<file path="src/rtl/clock_enable_controller.sv">
// Processor clock sequencer: divides the board clock into a one-cycle cpu_ce pulse
// with run / halt / single-step control and a reconfigurable divide ratio.
module clock_enable_controller #(
  parameter int DIV_W       = 8,
  parameter int DEFAULT_DIV = 2
) (
  input  logic             clk_in,
  input  logic             rst,
  input  logic             run,
  input  logic             halt,
  input  logic             step,
  input  logic             div_load,
  input  logic [DIV_W-1:0] div_value,
  output logic             cpu_ce,
  output logic             tick_div2,
  output logic [1:0]       state,
  output logic             cfg_ack,
  output logic             cfg_err
);

  typedef enum logic [1:0] {
    ST_HALT = 2'b00,
    ST_RUN  = 2'b01,
    ST_STEP = 2'b10
  } state_t;

  state_t           st;
  logic [DIV_W-1:0] div_reg;
  logic [DIV_W-1:0] cnt;
  logic [DIV_W-1:0] last_cnt;

  // Terminal count D-1, with a stored ratio of 0 clamped to behave as D=1.
  function automatic logic [DIV_W-1:0] terminal_count(input logic [DIV_W-1:0] div);
    if (div == '0)
      return '0;
    else
      return div - DIV_W'(1);
  endfunction

  assign last_cnt = terminal_count(div_reg);
  assign state    = st;

  always_ff @(posedge clk_in or negedge rst) begin
    if (!rst) begin
      st        <= ST_HALT;
      cnt       <= '0;
      div_reg   <= DIV_W'(DEFAULT_DIV);
      cpu_ce    <= 1'b0;
      tick_div2 <= 1'b0;
      cfg_ack   <= 1'b0;
      cfg_err   <= 1'b0;
    end else begin
      cpu_ce  <= 1'b0;
      cfg_ack <= 1'b0;
      cfg_err <= 1'b0;

      // The ratio only changes in HALT, so a run/step starting this edge sees the new value.
      if (div_load) begin
        if (st == ST_HALT) begin
          div_reg <= div_value;
          cfg_ack <= 1'b1;
        end else begin
          cfg_err <= 1'b1;
        end
      end

      case (st)
        ST_HALT: begin
          cnt <= '0;
          if (!halt) begin
            if (step)
              st <= ST_STEP;
            else if (run)
              st <= ST_RUN;
          end
        end
        ST_RUN: begin
          if (halt || !run) begin
            st  <= ST_HALT;
            cnt <= '0;
          end else if (cnt == last_cnt) begin
            cnt       <= '0;
            cpu_ce    <= 1'b1;
            tick_div2 <= ~tick_div2;
          end else begin
            cnt <= cnt + DIV_W'(1);
          end
        end
        ST_STEP: begin
          if (halt) begin
            st  <= ST_HALT;
            cnt <= '0;
          end else if (cnt == last_cnt) begin
            st        <= ST_HALT;
            cnt       <= '0;
            cpu_ce    <= 1'b1;
            tick_div2 <= ~tick_div2;
          end else begin
            cnt <= cnt + DIV_W'(1);
          end
        end
        default: begin
          st  <= ST_HALT;
          cnt <= '0;
        end
      endcase
    end
  end

endmodule
</file>
<file path="config.mk">
export PLATFORM = sky130hd
export DESIGN_NAME = clock_enable_controller
export DESIGN_NICKNAME = d
export VERILOG_FILES = /design/src/rtl/clock_enable_controller.sv
export SDC_FILE = /design/constraint.sdc
export NUM_CORES = 1
export LEC_CHECK = 0
export ABC_AREA = 0
export CAP_MARGIN = 20
export CORE_ASPECT_RATIO = 1.2
export CORE_MARGIN = 8
export CORE_UTILIZATION = 58
export DETAILED_ROUTE_END_ITERATION = 16
export PLACE_DENSITY = 0.81
export SLEW_MARGIN = 20
export SYNTH_ARGS = -nofsm -noshare
export SYNTH_HDL_FRONTEND = slang
export SYNTH_SLANG_ARGS = --single-unit
</file>
<file path="constraint.sdc">
create_clock -name clk_in -period 7.5 [get_ports clk_in]
set_input_delay 1.5 -clock clk_in [delete_from_list [all_inputs] [get_ports clk_in]]
set_output_delay 1.5 -clock clk_in [all_outputs]
set_load 0.01 [all_outputs]
</file>
==> Yosys cells after proc, flatten, opt, wreduce, memory -nomap -nowiden <==
Index checks and enable logic that the tools add are counted.
{ "word_totals": {"regBits": 22, "latch_bits": 0, "ram_bits": 0, "rom_bits": 0, "inputBits": 14, "output_inout_bits": 6, "word_cells": 51, "mem_count": 0} }
{ "op_classes": {"add_sub_neg": 2, "n_mul": 0, "div": 0, "order_cmp": 0, "n_eq_ne": 9, "n_shift": 0, "muxes": 24, "n_bitwise": 1, "n_reduce_logical": 8} }
{ "ops": {"columns": ["operator", "count"], "rows": [
  ["2-to-1 mux 8 bit", 4],
  ["case mux 8 bit (2 select lines)", 1],
  ["2-to-1 mux 2 bit", 6],
  ["2-to-1 mux 1 bit", 10],
  ["adder 8 x 1 -> 8 bit (second input constant)", 1],
  ["== test 8 bit", 1],
  ["zero test 8 bit", 1],
  ["inequality test 2 bit (second input constant)", 4],
  ["subtractor 8 x 1 -> 8 bit (second input constant)", 1],
  ["inequality test 3 bit (second input constant)", 2],
  ["case mux 2 bit (3 select lines)", 1],
  ["case mux 1 bit (2 select lines)", 2],
  ["AND reduction 4 bit", 1],
  ["AND reduction 3 bit", 1],
  ["== test 2 x 1 -> 1 bit (second input constant)", 1],
  ["== test 2 bit (second input constant)", 1],
  ["zero test 2 bit", 1],
  ["AND reduction 2 bit", 1],
  ["nonzero test 2 bit", 1],
  ["zero test 1 bit", 1],
  ["logical OR 1 bit", 1],
  ["NOT 1 bit", 1]
]} }

==> Longest topological paths before layout <==
Gate-level depths: netlist of the first run.
{ "depth": {"ltp_word": 6, "ltp_mapped": 8, "depth_no_buf": 8} }

==> Worst setup path before layout of the first run <==
Ideal clock, no wire load.
{ "synth_path": {"kind": "input-to-reg", "startpoint": "input run", "endpoint": "register st[0], in the netlist state[0]", "setup_ns": 0.087, "t_arrival_ns": 2.425, "required_ns": 7.413, "setup_slack_ns": 4.989, "cell_stages": 5, "n_path_buf": 0, "cell_sequence": "nor2_1 -> o21ai_0 -> o21ai_0 -> or3b_2 -> o211ai_1"} }
{ "synth_via": {"elab_chain_cells": 4, "elab_cells_between_ends": 5, "cone_classes": "eq/ne: 2; reduce/logical: 3"} }
{ "synth_lines": {"columns": ["item", "line_no", "rtl"], "rows": [
  ["from (decl)", "9", "input logic run,"],
  ["zero test 1 bit", "78", "if (halt || !run) begin"],
  ["logical OR 1 bit", "78", null],
  ["inequality test 2 bit (no source line)", null, null],
  ["AND reduction 4 bit (no source line) *", null, null],
  ["to (signal assigned)", "74", "st <= ST_RUN;"],
  ["to (signal assigned)", "79", "st <= ST_HALT;"],
  ["to (signal assigned)", "91", "st <= ST_HALT;"],
  ["to (decl)", "27", "state_t st;"]
]} }
Mark *: on every way between the ends. The rest lies on a longest branch, timed or not.
A chain may end at the register's enable or synchronous reset.

==> Final worst setup path of the first run <==
{ "layout_path": {"startpoint": "register div_reg[0]", "endpoint": "register cnt[7]"} }
{ "layout_via": {"elab_chain_cells": 6, "elab_cells_between_ends": 8, "cone_classes": "add/sub: 1; eq/ne: 1; mux: 5; reduce/logical: 1"} }
{ "layout_lines": {"columns": ["item", "line_no", "rtl"], "rows": [
  ["from (decl)", "28", "logic [DIV_W-1:0] div_reg;"],
  ["from (signal assigned)", "47", "div_reg <= DIV_W'(DEFAULT_DIV);"],
  ["from (signal assigned)", "60", "div_reg <= div_value;"],
  ["subtractor 8 x 1 -> 8 bit / zero test 8 bit (equally long branches)", "37, 34", null],
  ["2-to-1 mux 8 bit *", "34", "if (div == '0)"],
  ["== test 8 bit *", "81, 93", null],
  ["2-to-1 mux 8 bit *", "81, 93", null],
  ["2-to-1 mux 8 bit (on tied branches)", "90, 78", null],
  ["case mux 8 bit (2 select lines) *", "67", "case (st)"],
  ["to (signal assigned)", "86", "cnt <= cnt + DIV_W'(1);"],
  ["to (signal assigned)", "99", "cnt <= cnt + DIV_W'(1);"],
  ["to (decl)", "29", "logic [DIV_W-1:0] cnt;"]
]} }
Marks and branches as above.

==> results of run 1 <==
## power groups by stage
stage	sequential [W]	combinational (W)	clock, W
2_1_floorplan	0.000188	0.000199	0
3_3_place_gp	0.000205	0.000245	0
6_report	0.000207	0.000259	0.0000641
5_1_grt	0.000215	0.000288	0.0000700
3_5_place_dp	0.000209	0.000256	0
4_1_cts	0.000207	0.000259	0.0000663
## critical path: stages, from the launching register on
cell and delay (ps):
dfrtp_1 450, inv_1 120, ha_1 280, nor3b_1 620
nand2_1 200, o32a_1 340, a31o_2 250, o21ai_1 390
nor2_1 100
## per-layer routing
layer / vias up / global-route usage / part of all wire
met2: 20 / 0.265 / 0.54
met3: 4 / 0.0220 / 0.019
li1: 579 / - / -
met5: - / 0 / 0
met4: 0 / 0.0338 / 0.0083
met1: 574 / 0.188 / 0.43
## logic make-up after synthesis
group | Yosys count | synth area share
AO/OA/AOI/OAI | 35 | 0.185
flip-flops | 22 | 0.391
adder cells (fa/ha/maj) | 5 | 0.0444
XOR/XNOR | 10 | 0.0621
buffers and inverters | 14 | 0.0381
AND/OR/NAND/NOR | 54 | 0.224
multiplexers | 7 | 0.0550
## placed cells by master (no fill, tap or decap), types with 2 or more instances in the layout
cell             synthesis  layout
nand4_1                  2       2
nor4b_1                  2       2
and3_1                   2       2
nand2b_1                 4       4
o211ai_1                 6       6
or3_1                    2       2
a31o_2                   2       2
o21ai_0                  8       8
nand3_1                  2       2
dfrtp_1                 21      21
nor3_1                   3       3
nor2_1                   9       9
a21oi_1                  4       4
or3b_2                   2       2
inv_1                    9       9
nor2b_1                  5       5
or4_1                    2       2
mux2_2                   6       6
xor2_1                   5       5
clkdlybuf4s50_1          0      18
o31ai_1                  2       2
o31a_1                   2       2
nor3b_1                  2       2
nor4_1                   2       2
ha_1                     5       5
clkbuf_4                 0       3
nand2_1                  9       9
nor4bb_1                 2       2
xnor2_1                  5       5
## per-stage QoR
stage	area (µm²)	hold slack [ps]	power, W	utilization
after floorplan	1410	490	0.000387	-
after global placement	1620	453	0.000449	0.702
after detailed placement	1620	456	0.000465	0.702
after CTS	1660	477	0.000532	0.718
after global routing	1650	499	0.000573	0.716
final	1650	473	0.000530	0.716
## final cells by class
class                   count  area (µm²)  share of cell area
clock buffers               4        36.3              0.0220
inverters                   9        33.8              0.0205
multi-input cells         111         805               0.487
flip-flops and latches     22         552               0.334
well taps                  31        38.8              0.0235
repair buffers             19         185               0.112
## how the worst max path moves through the flow
stage | from | end | slack [ps] | cells after the start
2_1_floorplan | run | state[0] | 4990 | 5
3_3_place_gp | step | state[0] | 4410 | 6
3_5_place_dp | step | state[0] | 4370 | 6
4_1_cts | state[1] | state[1] | 4650 | 1
5_1_grt | div_reg[0] | cnt[3] | 4350 | 8
6_report | div_reg[0] | cnt[7] | 4630 | 8
==> impl_results.md, run 1 <==
* Port bufs at 19
* Synth unique cells at 46
* Latest clock arrival within the worst-skew pair at 300 ps
* Prevailing post-synth register cell: dfrtp_1
* Slew @ Worst Pin at 761 ps
* Critical Path RT at 7690 ps
* Placer's final routability congestion estimate at 0.805
* Sw Share at 0.411
* Core Rows at 19
* R2R Setup Slk at 4630 ps
* Clock root buffer master: clkbuf_4
* Final setup margin at 4630 ps
* Biggest area consumer among synthesized cells: dfrtp_1
* Ant diodes at 0
* Global-route wire length before repair at 5240 µm
* GRT Resource Usage Total at 0.153
* HP Class: reg2reg
* Die Wd at 61.0 µm
* Via density at 6.01
* Area growth, synth to finish at 17.0%
* Critical Path Source Type: flip-flop
* Post-CTS Setup Bufs at 0
* Post-DR wirelength/cell at 15.4 µm
* Psw at 0.000218 W
* Synth top area share at 0.373
* Remaining global-route overflow at 0
* Max Cap Viol at 0
* CTS Sinks at 22
* H-Tree Depth at 1
* Asr flop ratio synth at 1.00
* Status: finished, final reports clean
* Iteration-0 DRC Markers at 37
* Hold Path Sink: tick_div2
* CORE AREA at 2310 µm²
* Fin. max-slew vios at 0
* WHS Path Cells at 1
* Final setup vio count at 0
* Reg2reg start: div_reg[0]
* Num ports at 20
* Total number of vias at 1,177
* Skew final at 7.57 ps
* Fillers at 175
* Cell Pwr Density at 321 nW/µm²
* Syn Inst Count at 147
* Mapped cell area at 1410 µm²
* Gates resized, CTS repair at 0
* Dpl ws at 4370 ps
* RSZ-0062 raised after global routing: no
* Cell Count, Final, Fillers Out at 196
* Number of antenna-violating nets in the routed design at 0
* Layout cells sized above 1 at 0.115
* Initial DRT Pass Iterations at 4
* EDFF count, synth at 0
* Reg-to-Reg End: cnt[7]
* Commonest cells in the netlist: dfrtp_1 (21), inv_1 (9), nand2_1 (9), nor2_1 (9), o21ai_0 (8)
* Hold Buf Count CTS at 0
* Post-synthesis average cell area at 9.59 µm²
* HPWL Detailed at 2350 µm
* Setup TNS at 0 ps
* Synth warnings at 0
* Top-count cell post-synth: dfrtp_1
* Leak Pwr at 0.657 nW
* Clock Power Share at 0.121
* Nets@finish at 185
* Min-delay src: tick_div2
* FF+latch count, synth at 22
* Peak Freq at 349 MHz
* Drt drc at 0
* Vias in the first global route at 1,165
* DIE AREA at 4270 µm²
* Final Hold Violating Endpoints at 0
* Sequential area share after synthesis at 0.391
* Tcrit/Tclk final at 0.382
* Internal cell power at 0.000312 W
* TritonCTS buffer count at 3
* Crit-path max FO at 7
* Power share of the combinational group at 0.488
* Crit path DAT at 3050 ps
* Crit end category: flip-flop
* Largest net degree at the start of global routing at 23
* CTS tree: done
* Drt total wl at 3020 µm
* Clock slew at reported path FFs at 120 ps
* IR drop worst, VDD at 0.216 mV
* R2R depth at 8
* Relative slew margins at 0.488
* Setup CP Type: reg2reg
* Starting Density at 0.612
* Seq pwr share at 0.391
* Initial antenna violation count at 0
* Minimum clock period at 2870 ps
* Dpl cells at 192
* Synth top area cells: dfrtp_1 (37%), mux2_2 (4.8%), ha_1 (4.4%), o211ai_1 (3.2%), xnor2_1 (3.1%)
* Die height at 70.0 µm
* Synth Net Count at 166
* CTS max path bufs at 2
Power figures use the tool's default switching activity.
==> run 2: changes to the inputs <==
--- a/config.mk
+++ b/config.mk
@@ -9,9 +9,9 @@
 export CAP_MARGIN = 20
 export CORE_ASPECT_RATIO = 1.2
 export CORE_MARGIN = 8
-export CORE_UTILIZATION = 58
+export CORE_UTILIZATION = 48
 export DETAILED_ROUTE_END_ITERATION = 16
-export PLACE_DENSITY = 0.81
+export PLACE_DENSITY = 0.71
 export SLEW_MARGIN = 20
 export SYNTH_ARGS = -nofsm -noshare
 export SYNTH_HDL_FRONTEND = slang
==> constraint.sdc (replaced) <==
create_clock -name clk_in -period 2.4 [get_ports clk_in]
set_input_delay 0.48 -clock clk_in [delete_from_list [all_inputs] [get_ports clk_in]]
set_output_delay 0.48 -clock clk_in [all_outputs]
set_load 0.01 [all_outputs]
==> run 2 against run 1 <==
Net effect: sequential share of layout area decreased by 3.9 points; clock power grew to 3.3 times the previous value; worst hold slack better by 26 ps; clock skew is 1.9 ps lower; die area grew 16%; core utilization is 4.5 points lower; fmax grew 20%; register-to-register slack worse by 4600 ps; count of clock-buffer cells in the layout unchanged; sequential power grew to 2.9 times the previous value; first-iteration DRC count increased by 19%; global-route usage is 0.31 points lower; largest power group unchanged.
==> impl_results.md, run 2 (synthesized netlist as in run 1, its figures left out) <==
* Status: finished, final reports clean
* RSZ-0062 raised after global routing: yes
* Commonest non-fill, non-tap cell in the layout: dfrtp_1
* R2R Setup Slk at 10 ps (-4620 ps)
* Internal cell power at 0.00117 W (+280%)
* CP Cell Sequence: or4_4, o31a_1, nor3_1, o2111ai_4, or2_4, and3_4
* Power share of the combinational group at 0.591 (+0.103)
* Drt total wl at 3610 µm (+20%)
* HPWL Detailed at 2710 µm (+15%)
* Leak Pwr at 0.738 nW (+12%)
* Crit path DAT at 2600 ps (-450 ps)
* Seq pwr share at 0.303 (-0.088)
* CTS Sinks at 22 (unchanged)
* Latest clock arrival within the worst-skew pair at 310 ps (about the same)
* Initial DRT Pass Iterations at 4 (unchanged)
* H-Tree Depth at 1 (unchanged)
* Initial antenna violation count at 0 (unchanged)
* CTS tree: done
* Post-DR wirelength/cell at 16.8 µm (+9.0%)
* Area of the multi-input gates at 895 µm² (+11%)
* Fin. max-slew vios at 0 (unchanged)
* Largest net degree at the start of global routing at 13 (-43%)
* Max incr delay on CP at 560 ps (-60 ps)
* FF/Latch Area at 552 µm² (unchanged)
* Relative slew margins at 0.584 (+0.0960)
* Placer's final routability congestion estimate at 0.761 (-5.4%)
* Ant diodes at 0 (unchanged)
* CTS max path bufs at 2 (unchanged)
* Hold Path Sink: tick_div2
* CP max-delay cell: or4_4
* Cell Pwr Density at 1060 nW/µm² (+230%)
* Tcrit/Tclk final at 0.996 (+0.614)
* Minimum clock period at 2390 ps (-477 ps)
* Slew @ Worst Pin at 622 ps (-139 ps)
* Crit end category: flip-flop
* R2R depth at 6 (-2)
* Overall power at 0.00199 W (+270%)
* Global-route wire length before repair at 5820 µm (+11%)
* HP Class: reg2reg
* Critical Path RT at 2610 ps (-5080 ps)
* Num ports at 20 (unchanged)
* DIE AREA at 4940 µm² (+16%)
* GRT Resource Usage Total at 0.150 (-0.00306)
* Nets@finish at 201 (+8.6%)
* Via density at 6.04 (+0.53%)
* Number of antenna-violating nets in the routed design at 0 (unchanged)
* Final Hold Violating Endpoints at 0 (unchanged)
* Crit-path max FO at 5 (-2)
* Drt drc at 0 (unchanged)
* Layout cells sized above 1 at 0.260 (+0.145)
* Final setup vio count at 0 (unchanged)
* Vias in the first global route at 1,285 (+10%)
* Setup CP Type: reg2reg
* Buf+Inv Stages, Crit Path at 0 (-1)
* Max Cap Viol at 0 (unchanged)
* TritonCTS buffer count at 3 (unchanged)
* Sw Share at 0.411 (about the same)
* Reg-to-Reg End: cnt[1]
* Area growth, synth to finish at 32.6%
* Total number of vias at 1,298 (+10%)
* Clock root buffer master: clkbuf_4
* CORE AREA at 2790 µm² (+21%)
* Clock Power Share at 0.106 (-0.015)
* Most frequent cells in the layout: dfrtp_1 (21), clkdlybuf4s50_1 (19), buf_4 (16)
* IR drop worst, VDD at 0.653 mV (+200%)
* Skew final at 5.66 ps (-1.91 ps)
* Min-delay src: tick_div2
* Top delay family on crit path: simple AND/OR/NAND/NOR gates
* Die height at 75.4 µm (+7.7%)
* Reg2reg start: div_reg[0]
* Critical Path Source Type: flip-flop
* Port bufs at 19 (unchanged)
* Setup TNS at 0 ps (unchanged)
* Core Rows at 21 (+2)
* Fillers at 236 (+35%)
* Starting Density at 0.506 (-0.105)
* Psw at 0.000816 W (+270%)
* Die Wd at 65.5 µm (+7.3%)
* Remaining global-route overflow at 0 (unchanged)
* Hold Buf Count CTS at 0 (unchanged)
* WHS Path Cells at 1 (unchanged)
* Clock slew at reported path FFs at 130 ps (about the same)
* Iteration-0 DRC Markers at 44 (+19%)
* Peak Freq at 418 MHz (+20%)
==> run 2: layout make-up <==
cell class | instances | area share
timing repair buffer | 35 | 0.166
clock buffer | 4 | 0.0194
tap | 34 | 0.0228
sequential | 22 | 0.295
multi-input combinational | 111 | 0.479
inverter | 9 | 0.0181
==> run 2: power by group through the flow <==
stage	sequential (W)	combinational (W)	clock [W]
6_report	0.000602	0.00117	0.000211
5_1_grt	0.000616	0.00127	0.000229
3_5_place_dp	0.000596	0.00101	0
3_3_place_gp	0.000588	0.000961	0
2_1_floorplan	0.000588	0.000625	0
4_1_cts	0.000596	0.00109	0.000213
==> run 2: worst max-delay path by stage <==
stage	startpoint	cells after the start	endpoint
6_report	div_reg[0]	6	cnt[1]
5_1_grt	div_reg[1]	9	state[0]
4_1_cts	div_reg[1]	9	cnt[1]
3_5_place_dp	div_reg[0]	8	cnt[1]
3_3_place_gp	div_reg[0]	8	cnt[1]
2_1_floorplan	div_reg[0]	8	cnt[1]
==> run 2: through the flow <==
| stage | instances | setup WS (ps) | area (µm²) | utilization | hold WS [ps] |
|---|---|---|---|---|---|
| 4_1_cts | 214 | 8.19 | 1810 | 0.651 | 497 |
| 6_report | 215 | 9.90 | 1870 | 0.671 | 499 |
| 3_5_place_dp | 209 | -65.6 | 1730 | 0.621 | 468 |
| 3_3_place_gp | 209 | 32.1 | 1730 | 0.621 | 476 |
| 5_1_grt | 215 | -77.3 | 1870 | 0.671 | 507 |
| 2_1_floorplan | 147 | 26.3 | 1410 | - | 184 |
==> run 2: timing repair <==
action,in CTS,in global routing
endpoints found under the setup margin,5,11
setup buffers,1,1
pin swaps,6,10
gates cloned,0,0
gates resized for setup,8,11
==> run 2: per-layer routing <==
layer	up-vias	share of wire	global-route usage
met2	54	0.51	0.261
li1	610	-	-
met3	11	0.054	0.0368
met4	0	0.027	0.0680
met1	623	0.41	0.169
met5	-	0	0
==> RTL edit 1 (config.mk and constraints of run 2) <==
Register the inputs `div_load` and `div_value` before use, without a reset. The logic sees them one clock later. The other inputs are not delayed to match.
--- a/src/rtl/clock_enable_controller.sv
+++ b/src/rtl/clock_enable_controller.sv
@@ -24,4 +24,12 @@
     ST_STEP = 2'b10
   } state_t;
+
+  logic div_load_q;
+  logic [DIV_W-1:0] div_value_q;
+
+  always_ff @(posedge clk_in) begin
+    div_load_q  <= div_load;
+    div_value_q <= div_value;
+  end
 
   state_t           st;
@@ -56,7 +64,7 @@
 
       // The ratio only changes in HALT, so a run/step starting this edge sees the new value.
-      if (div_load) begin
+      if (div_load_q) begin
         if (st == ST_HALT) begin
-          div_reg <= div_value;
+          div_reg <= div_value_q;
           cfg_ack <= 1'b1;
         end else begin
Function: changed (a bounded check fails within 4 cycles, from zero or initial values and one cycle with rst low).
==> RTL edit 1 against run 2 <==
  * Global-route usage fell by 0.89 points
  * Wire length rose by 6.3%
  * Synthesized area is 16% higher
  * The flow now finishes with violations (negative setup slack)
  * Count of clock-buffer cells in the layout up 1
  * Final area up 16%
  * Total power increased by 23%
  * Sequential cell count is 9 higher
  * Worst setup slack lost 51 ps
==> RTL edit 1: results (changes against run 2) <==
metric,value,unit,change
synth_fp_nets,178,,+7.2%
placement_stage_worst_setup_slack,-101,ps,-35.3 ps
async_set_or_reset_register_ratio_after_synthesis,0.710,,-0.290
status,finished with violations,,
route.detailed.wl_per_inst,16.3,um,-2.8%
ys_top_cells_by_count,"sky130_fd_sc_hd__dfrtp_1, sky130_fd_sc_hd__dfxtp_1, sky130_fd_sc_hd__nand2_1, sky130_fd_sc_hd__nand3_1, sky130_fd_sc_hd__nor3_1",,
gr-usage-all-layers,0.141,,-0.00894
timing.reg2reg.worst_path_depth,7,,+1
hold_ws,418,ps,-81.2 ps
grt_pass1_vias,1399,,+8.9%
drive_gt1_frac,0.273,,+0.0131
power.share.sequential,0.299,,-0.004
dp.final_hpwl,2.81,mm,+3.8%
worst_ir_drop_vdd,0.816,mV,+25%
hp-start,div_value_q[1]$_DFF_P_,,
setup_ws,-41.0,ps,-50.9 ps
sum_of_negative_setup_slack,-187,ps,-187 ps
min_to,div_reg[1]$_DFFE_PN1P_,,
cts_htree_levels,2,,+1
report.final.setup_viol,9,,+9
violations,negative setup slack,,
combinational_cell_fraction_of_total_power,0.493,,-0.098
netlist_top_cells_area,"sky130_fd_sc_hd__dfrtp_1, sky130_fd_sc_hd__dfxtp_1, sky130_fd_sc_hd__mux2_2, sky130_fd_sc_hd__ha_1, sky130_fd_sc_hd__xor2_1",,
p_sw_frac,0.358,,-0.0533
placed_cells,226,,+8.1%
synth_sequential_area_ratio,0.449,,+0.0577
synth_cell_types,47,,+2.2%
route.detailed.vias_per_inst,5.80,,-3.9%
RTL edit 1: routing by layer:
metal | GRT usage | wire, um | vias to the layer above
met4 | 0.0575 | 72 | 0
met5 | 0 | 0 | -
met2 | 0.260 | 2040 | 31
met1 | 0.146 | 1590 | 665
li1 | - | - | 660
met3 | 0.0386 | 141 | 7
RTL edit 1: area by class of cell:
cell class                      instances  area (um^2)
Tap cell                               37         46.3
Timing Repair Buffer                   39          344
Clock buffer                            5         68.8
Clock inverter                          3         43.8
Fill cell                             249         1150
Multi-Input combinational cell        115          906
Inverter                                5         18.8
Sequential cell                        31          732
RTL edit 1: per-stage QoR:
stage	total power, uW	instance area [um^2]
finish	2450	2160
detailed placement	1870	1970
global placement	1830	1970
floorplan	1380	1630
global route	2610	2160
CTS	2420	2110
RTL edit 1: logic make-up (layout without fill, tap and decap cells):
group                      Yosys count  count (layout)  synth area share
DFF                                 31              31             0.449
adders and majority gates            5               5            0.0384
muxes                                7               7            0.0476
buffers and inverters               13              52            0.0353
AOI/OAI and AO/OA                   26              26             0.130
xor gates and xnor gates            10              10            0.0537
and+or+nand+nor                     67              67             0.246
RTL edit 1: repair_timing:
item | CTS | global route
setup endpoints to repair | 11 | 11
cloned | 0 | 0
resized for setup | 7 | 12
pin swaps | 3 | 9
endpoints found under the hold margin | 0 | 0
setup buffers | 1 | 0
RTL edit 1: critical path, delay by kind of cell, from the launching register on:
family | cells | cell delay (ps)
AND/OR/NAND/NOR | 3 | 1090
buffers and inverters | 1 | 190
flip-flops | 1 | 400
AO/OA/AOI/OAI | 2 | 510
XOR/XNOR | 1 | 140
==> RTL edit 2 (settings of run 2) <==
Without the edit above. Set the parameter `DIV_W` to 10 (it was 8).
--- a/src/rtl/clock_enable_controller.sv
+++ b/src/rtl/clock_enable_controller.sv
@@ -2,5 +2,5 @@
 // with run / halt / single-step control and a reconfigurable divide ratio.
 module clock_enable_controller #(
-  parameter int DIV_W       = 8,
+  parameter int DIV_W       = 10,
   parameter int DEFAULT_DIV = 2
 ) (
Ports: changed (resized div_value); port bits go from 20 to 22. No check against the original RTL was run, so the function may have changed too.
==> RTL edit 2 against run 2 <==
  * The flow now finishes with violations (negative setup slack)
  * Total power increased by 11%
  * Synthesized area rose by 11%
  * Via count increased by 7.7%
  * Clock power up 49%
  * Sequential cell count rose by 4
  * Wire length increased by 13%
  * Final area up 17%
  * Worst setup slack worse by 530 ps
  * Sequential share of layout area up 0.20 points
==> RTL edit 2: results (changes against run 2) <==
metric,value,unit,change
cts_htree_levels,1,,unchanged
violations,negative setup slack,,
fillers,248,,+5.1%
firstDrtPassIters,4,,unchanged
tritoncts.num_buffers,3,,unchanged
async_set_or_reset_register_ratio_after_synthesis,1.00,,unchanged
status,finished with violations,,
synth_flop_cell,sky130_fd_sc_hd__dfrtp_1,,
skew,7.27,ps,+1.61 ps
dp.final_hpwl,2.91,mm,+7.5%
grt_start_max_net_pins,27,,+14
clock_tree.buffer_depth,2,,unchanged
clock_tree_root_driver_cell,sky130_fd_sc_hd__clkbuf_4,,
insertedDiodeCount,0,,unchanged
total_leakage_power,0.000908,uW,+23%
gr-usage-all-layers,0.151,,+0.00122
wire_length_of_the_first_global_routing_pass,6.49,mm,+11%
placement.io_buffers,21,,+2
clk_latency,340,ps,+30 ps
initial_antenna_violation_count,0,,unchanged
drive_gt1_frac,0.297,,+0.0375
worst_ir_drop_vdd,0.767,mV,+18%
placement_stage_worst_setup_slack,-571,ps,-505 ps
holdPathStages,1,,unchanged
synth_sequential_area_ratio,0.415,,+0.0242
timing.slew.headroom,0.290,,-0.294
worstPathArrival,3170,ps,+570 ps
globalplace.congestion,0.961,,+26%
setup_ws,-521,ps,-531 ps
clk_transition_reported_paths,160,ps,+30 ps
route.detailed.vias_per_inst,5.64,,-6.6%
crit_path_max_fanout,5,,unchanged
totalWireLength,4.07,mm,+13%
yosys_warnings,0,,unchanged
ys_top_cells_by_count,"sky130_fd_sc_hd__dfrtp_1, sky130_fd_sc_hd__nor2_1, sky130_fd_sc_hd__nand2_1, sky130_fd_sc_hd__inv_1",,
post_dp_cell_area,1990,um^2,+15%
report.final.setup_viol,14,,+14
layout.area.seq,652,um^2,+18%
synth_cell_types,44,,-4.3%
synth_fp_nets,182,,+9.6%
hold_path_class,reg2reg,,
netlist_top_cells_area,"sky130_fd_sc_hd__dfrtp_1, sky130_fd_sc_hd__mux2_2, sky130_fd_sc_hd__mux2i_1, sky130_fd_sc_hd__xnor2_1, sky130_fd_sc_hd__ha_1",,
timing.reg2reg.worst_path_depth,10,,+4
grt_pass1_vias,1459,,+14%
first_iter_violations,62,,+41%
final_nets,234,,+16%
-- RTL edit 2: worst max-delay path: stages, from the launching register on --
cell and delay [ps]:
sky130_fd_sc_hd__dfrtp_1 440, sky130_fd_sc_hd__or4_4 580, sky130_fd_sc_hd__nor2b_2 160, sky130_fd_sc_hd__mux2i_1 220, sky130_fd_sc_hd__xnor2_1 80, sky130_fd_sc_hd__or4_1 540, sky130_fd_sc_hd__a311o_1 360, sky130_fd_sc_hd__buf_4 170
sky130_fd_sc_hd__buf_6 130, sky130_fd_sc_hd__nand2_8 100, sky130_fd_sc_hd__nor2_1 60
-- RTL edit 2: layout make-up --
| cell class | instances | share of cell area |
|---|---|---|
| Sequential cell | 26 | 0.297 |
| Clock buffer | 3 | 0.0103 |
| Timing Repair Buffer | 49 | 0.193 |
| Clock inverter | 1 | 0.0137 |
| Inverter | 10 | 0.0171 |
| Multi-Input combinational cell | 123 | 0.448 |
| Tap cell | 36 | 0.0205 |
-- RTL edit 2: cells by family after synthesis --
logic type                 share of synthesized area
adders and majority gates                     0.0399
AOI/OAI and AO/OA                              0.110
and+or+nand+nor                                0.224
xor gates and xnor gates                      0.0829
muxes                                         0.0949
buffers and inverters                         0.0327
DFF                                            0.415
-- RTL edit 2: metrics by stage --
stage,instances,TNS (ps)
floorplan,161,-2880
detailed placement,238,-6860
CTS,244,-6400
global placement,238,-5790
finish,248,-6780
global route,248,-8160
-- RTL edit 2: report_power, final --
| part | total (uW) | leakage, uW | internal [uW] | switching (uW) |
|---|---|---|---|---|
| logic | 1230 | 0.000547 | 647 | 586 |
| clock network | 314 | 0.0000279 | 169 | 145 |
| registers | 655 | 0.000334 | 560 | 95.1 |
| total | 2200 | 0.000908 | 1380 | 825 |
-- RTL edit 2: repair_timing --
item	CTS	global route
pin swaps	5	9
setup endpoints to repair	14	14
buffers inserted	2	3
gates resized for setup	11	14
gates cloned	0	1
-- RTL edit 2: path summary, 6_finish.rpt --
check,start,endpoint,slack [ps]
worst max register to register,div_reg[0]$_DFFE_PN0P_,cnt[7]$_DFF_PN0_,-520
worst min-delay path,tick_div2$_DFFE_PN0P_,tick_div2$_DFFE_PN0P_,480
worst min register to register,tick_div2$_DFFE_PN0P_,tick_div2$_DFFE_PN0P_,480
max in group asynchronous,rst,div_reg[1]$_DFFE_PN1P_,1610
worst max-delay path,div_reg[0]$_DFFE_PN0P_,cnt[7]$_DFF_PN0_,-520
min in group asynchronous,rst,div_reg[0]$_DFFE_PN0P_,500
-- RTL edit 2: metal layers --
| metal | share of wire | up-vias | track usage |
|---|---|---|---|
| met5 | 0 | - | 0 |
| met3 | 0.045 | 6 | 0.0241 |
| met2 | 0.54 | 35 | 0.272 |
| li1 | - | 674 | - |
| met1 | 0.41 | 683 | 0.172 |
| met4 | 0.013 | 0 | 0.0472 |
